`src/rtl/turbo_clkgen.sv`:
```
// rtl/turbo_clkgen.sv - CPU clock-enable generator with glitch-free speed switching
// Speed changes are deferred to phase 7, where every speed pulses, then requests are frozen while settling.
module turbo_clkgen #(
  parameter int SETTLE_CYCLES = 16
) (
  input  logic       clk,
  input  logic       rst,
  input  logic [1:0] turbo_enable,
  input  logic       lock_slow,
  input  logic       bus_idle,
  output logic       cpu_ce,
  output logic [1:0] current_speed,
  output logic       switching
);

  typedef enum logic [1:0] {
    RUN     = 2'd0,
    PENDING = 2'd1,
    SETTLE  = 2'd2
  } state_t;

  localparam logic [3:0] SETTLE_LOAD = 4'(SETTLE_CYCLES - 1);

  state_t     state_q, state_d;
  logic [2:0] phase_q, phase_d;
  logic [1:0] speed_q, speed_d;
  logic [1:0] target_q, target_d;
  logic [3:0] settle_q, settle_d;
  logic [1:0] request;
  logic       ce_raw;

  always_ff @(posedge clk) begin
    if (rst) begin
      state_q  <= RUN;
      phase_q  <= 3'd0;
      speed_q  <= 2'b00;
      target_q <= 2'b00;
      settle_q <= 4'd0;
    end else begin
      state_q  <= state_d;
      phase_q  <= phase_d;
      speed_q  <= speed_d;
      target_q <= target_d;
      settle_q <= settle_d;
    end
  end

  always_comb begin
    request  = lock_slow ? 2'b00 : turbo_enable;
    phase_d  = phase_q + 3'd1;
    state_d  = state_q;
    speed_d  = speed_q;
    target_d = target_q;
    settle_d = settle_q;
    case (state_q)
      RUN: begin
        if (request != speed_q) begin
          target_d = request;
          state_d  = PENDING;
        end
      end
      PENDING: begin
        target_d = request;
        if (request == speed_q) begin
          state_d = RUN;
        end else if (phase_q == 3'd7 && bus_idle) begin
          // Old speed's phase-7 pulse is this cycle; new speed starts cleanly at phase 0.
          speed_d  = target_q;
          settle_d = SETTLE_LOAD;
          state_d  = SETTLE;
        end
      end
      SETTLE: begin
        if (settle_q == 4'd0) begin
          state_d = RUN;
        end else begin
          settle_d = settle_q - 4'd1;
        end
      end
      default: state_d = RUN;
    endcase
  end

  always_comb begin
    ce_raw = 1'b0;
    case (speed_q)
      2'b00:   ce_raw = (phase_q == 3'd7);
      2'b01:   ce_raw = (phase_q[1:0] == 2'b11);
      2'b10:   ce_raw = phase_q[0];
      default: ce_raw = 1'b1;
    endcase
  end

  assign cpu_ce        = ce_raw & ~rst;
  assign current_speed = speed_q;
  assign switching     = (state_q != RUN);

endmodule

```
`config.mk`:
```
export PLATFORM = sky130hd
export DESIGN_NAME = turbo_clkgen
export DESIGN_NICKNAME = d
export VERILOG_FILES = /design/src/rtl/turbo_clkgen.sv
export SDC_FILE = /design/constraint.sdc
export NUM_CORES = 1
export LEC_CHECK = 0
export ABC_AREA = 0
export CORE_MARGIN = 3
export CORE_UTILIZATION = 49
export CTS_BUF_LIST = sky130_fd_sc_hd__clkbuf_8
export DETAILED_ROUTE_END_ITERATION = 6
export HOLD_SLACK_MARGIN = 0.06
export PLACE_DENSITY = 0.76
export SETUP_SLACK_MARGIN = 0.5
export SYNTH_ARGS = -nofsm -noshare
export SYNTH_HDL_FRONTEND = slang
export SYNTH_SLANG_ARGS = --single-unit
```
`constraint.sdc`:
```
create_clock -name clk -period 1.6 [get_ports clk]
set_clock_uncertainty 0.2 [all_clocks]
set_input_delay 0.48 -clock clk [delete_from_list [all_inputs] [get_ports clk]]
set_output_delay 0.48 -clock clk [all_outputs]
set_load 0.05 [all_outputs]
```
==> impl_metrics.env <==
export IMPL_setup_viol=10
export IMPL_clockRootBuffer="clkbuf_8"
export IMPL_maxCapViolations=0
export IMPL_synth_warnings=0
export IMPL_pin_count=10
export IMPL_period_needed_ps=2110
export IMPL_p_leak_nw=0.4979
export IMPL_clock_latency_ps=250
export IMPL_cp_start_kind="flop"
export IMPL_synth_edf_count=0
export IMPL_ff2ff_setup_slack_ps=-230
export IMPL_drc=0
export IMPL_path_max_fanout=2
export IMPL_critPathKind="reg -> out"
export IMPL_start_util_pct=52.91
export IMPL_io_buffers=9
export IMPL_ys_ff_latch=13
export IMPL_ys_seq_area_share_pct=36.88
export IMPL_cp_required_ps=920
export IMPL_max_vdd_ir_drop_mv=0.6055
export IMPL_gp_congestion=0.7549
export IMPL_rsz0062_at_grt="true"
export IMPL_antenna_found_initial=0
export IMPL_grt_pass1_wl_um=3146
export IMPL_synth_top_area_share_pct=36.88
export IMPL_antenna_left=0
export IMPL_crit_arrival_ps=1430
export IMPL_n_antenna_cell=0
export IMPL_synth_area_um2=705.7
export IMPL_relSlewSlack_pct=66.90
export IMPL_tns_ps=-1891
export IMPL_min_path_type="reg -> reg"
export IMPL_synth_ff_type="dfxtp_1"
export IMPL_hold_path_startpoint="target_q[1]"
export IMPL_syn_avg_cell_area_um2=9.165
export IMPL_ff2ff_path_depth=8
export IMPL_die_area_mm2=0.001932
export IMPL_vias_per_cell=5.927
export IMPL_first_pass_iters=4
export IMPL_timing_rr_end="settle_q[1]"
export IMPL_final_cell_mix="buf_4, buf_6, nor2_1"
export IMPL_status="complete, but fails checks"
export IMPL_die_y_um=43.95
export IMPL_yosysUniqueCellTypes=32
export IMPL_worst_slack_ps=-510.3
export IMPL_via_count=729
export IMPL_synth_fp_nets=86
export IMPL_power_density_mw_per_mm2=632.5
export IMPL_asyncSetResetFlopFracSynth_pct=0
export IMPL_rows=13
export IMPL_violations="setup timing"
export IMPL_cts_hold_buffers=0
export IMPL_worst_setup_path_end_kind="primary output"
export IMPL_drv_slew=0
export IMPL_syn_to_final_growth_pct=68.44
export IMPL_htree_num_levels=1
export IMPL_report_final_hold_viol_count=0
export IMPL_netlist_top_cells_area="dfxtp_1, mux2i_1, ha_1, nor2_1, nand2b_1"
export IMPL_grt_max_degree=9
export IMPL_synth_top_area_cell="dfxtp_1"
export IMPL_die_w_um=43.95
export IMPL_dp_hpwl_um=1094
export IMPL_clk_path_buf_depth=2
export IMPL_drive_above_1_share_pct=54.63
export IMPL_cts_buffers=3
export IMPL_timing_rr_start="phase_q[0]"
export IMPL_grt_overflow_total=0
export IMPL_worstHoldEndpoint="current_speed[1]"
export IMPL_final_core_util_pct=89.12
export IMPL_period_share_pct=131.9
export IMPL_clkTransAtPathRegs_ps=50
export IMPL_drt_initial_drc_count=14
export IMPL_grt_pass1_vias=705
export IMPL_wl_um=2353
export IMPL_timing_fmax_mhz=473.9
export IMPL_cts_tree="yes"
export IMPL_layout_commonest_cell="buf_4"
export IMPL_worst_pin_slew_ps=491.3
export IMPL_grt_usage_pct=23.79
export IMPL_core_area_mm2=0.001334
export IMPL_nets=118
export IMPL_wl_per_cell_um=19.13
export IMPL_postSynthCellCount=77
export IMPL_min_path_cells=2
export IMPL_clock_sinks=13
cells in the mapped netlist, types with 2 or more instances:
cell type	count
dfxtp_1	13
nor2b_1	3
nand2_1	4
nor2_1	10
a221oi_2	2
a21oi_1	3
a211oi_1	3
nand4_1	2
xnor2_1	2
mux2i_1	4
inv_1	2
nand2b_1	5
ha_1	3
nor3_1	2
or2_2	2
repair_timing:
item / in CTS / in global routing
cloned: 0 / 0
buffers inserted: 9 / 5
gates resized for setup: 35 / 7
setup endpoints to repair: 17 / 17
pin swaps: 7 / 3
final cells by class:
type	instances	area, um2
inverter	2	7.507
timing repair buffer	30	306.5
sequential	13	277.8
fill	64	145.1
tap	15	18.77
multi-input combinational	59	533.0
clock inverter	1	3.754
clock buffer	3	41.29
stage by stage:
| step | total power [mW] | cells | hold WS (ps) | setup WS [ps] | area [um2] |
|---|---|---|---|---|---|
| final | 0.7518 | 123 | 279.3 | -510.3 | 1189 |
| after global routing | 0.7841 | 123 | 333.7 | -557.6 | 1189 |
| after CTS | 0.7378 | 118 | 282.9 | -512.0 | 1127 |
| after detailed placement | 0.4319 | 105 | 275.2 | -499.0 | 972.2 |
| after global placement | 0.4289 | 105 | 262.1 | -500.3 | 972.2 |
| after floorplan | 0.3911 | 77 | 231.0 | -318.1 | 798.3 |
per-layer routing:
| metal | share of wire, % | global-route usage (%) | vias to the layer above | routed length [um] |
|---|---|---|---|---|
| met3 | 4.8 | 8.714 | 12 | 113 |
| met4 | 4.7 | 14.46 | 0 | 110 |
| met1 | 38 | 23.29 | 353 | 895 |
| met5 | 0 | 0 | - | 0 |
| li1 | - | - | 336 | - |
| met2 | 52 | 41.86 | 28 | 1234 |
critical path: stages, from the launching register on:
cell,delay [ps]
dfxtp_2,330
ha_4,160
ha_4,150
nor2b_4,120
a211oi_2,210
a211oi_4,60
buf_12,150
kinds of logic (layout without fill, tap and decap cells):
| group | Yosys count | in the layout | share of synthesized area [%] |
|---|---|---|---|
| adders and majority gates | 3 | 3 | 5.320 |
| AOI/OAI and AO/OA | 14 | 14 | 15.78 |
| xor gates and xnor gates | 3 | 3 | 3.724 |
| and+or+nand+nor | 35 | 35 | 29.26 |
| buffers and inverters | 5 | 36 | 3.368 |
| DFF | 13 | 13 | 36.88 |
| muxes | 4 | 4 | 5.674 |
flip-flops by register name, summed over array words and instances (netlist names):
signal         flops
current_speed      2
phase_q            3
settle_q           4
state_q            2
target_q           2
power by group:
group | internal, mW | total [mW] | leakage, nW | switching [mW]
clock network | 0.170 | 0.290 | 0.0269 | 0.120
registers | 0.329 | 0.336 | 0.109 | 0.00682
logic | 0.0683 | 0.126 | 0.362 | 0.0573
total | 0.567 | 0.752 | 0.498 | 0.184
worst max path at each step:
stage / startpoint / endpoint / slack [ps] / cells past startpoint
global placement: rst / cpu_ce / -500 / 3
CTS: phase_q[0] / cpu_ce / -510 / 6
finish: phase_q[0] / cpu_ce / -510 / 6
global route: phase_q[0] / cpu_ce / -560 / 6
detailed placement: rst / cpu_ce / -500 / 3
floorplan: phase_q[0] / cpu_ce / -320 / 5
Power figures use the tool's default switching activity.
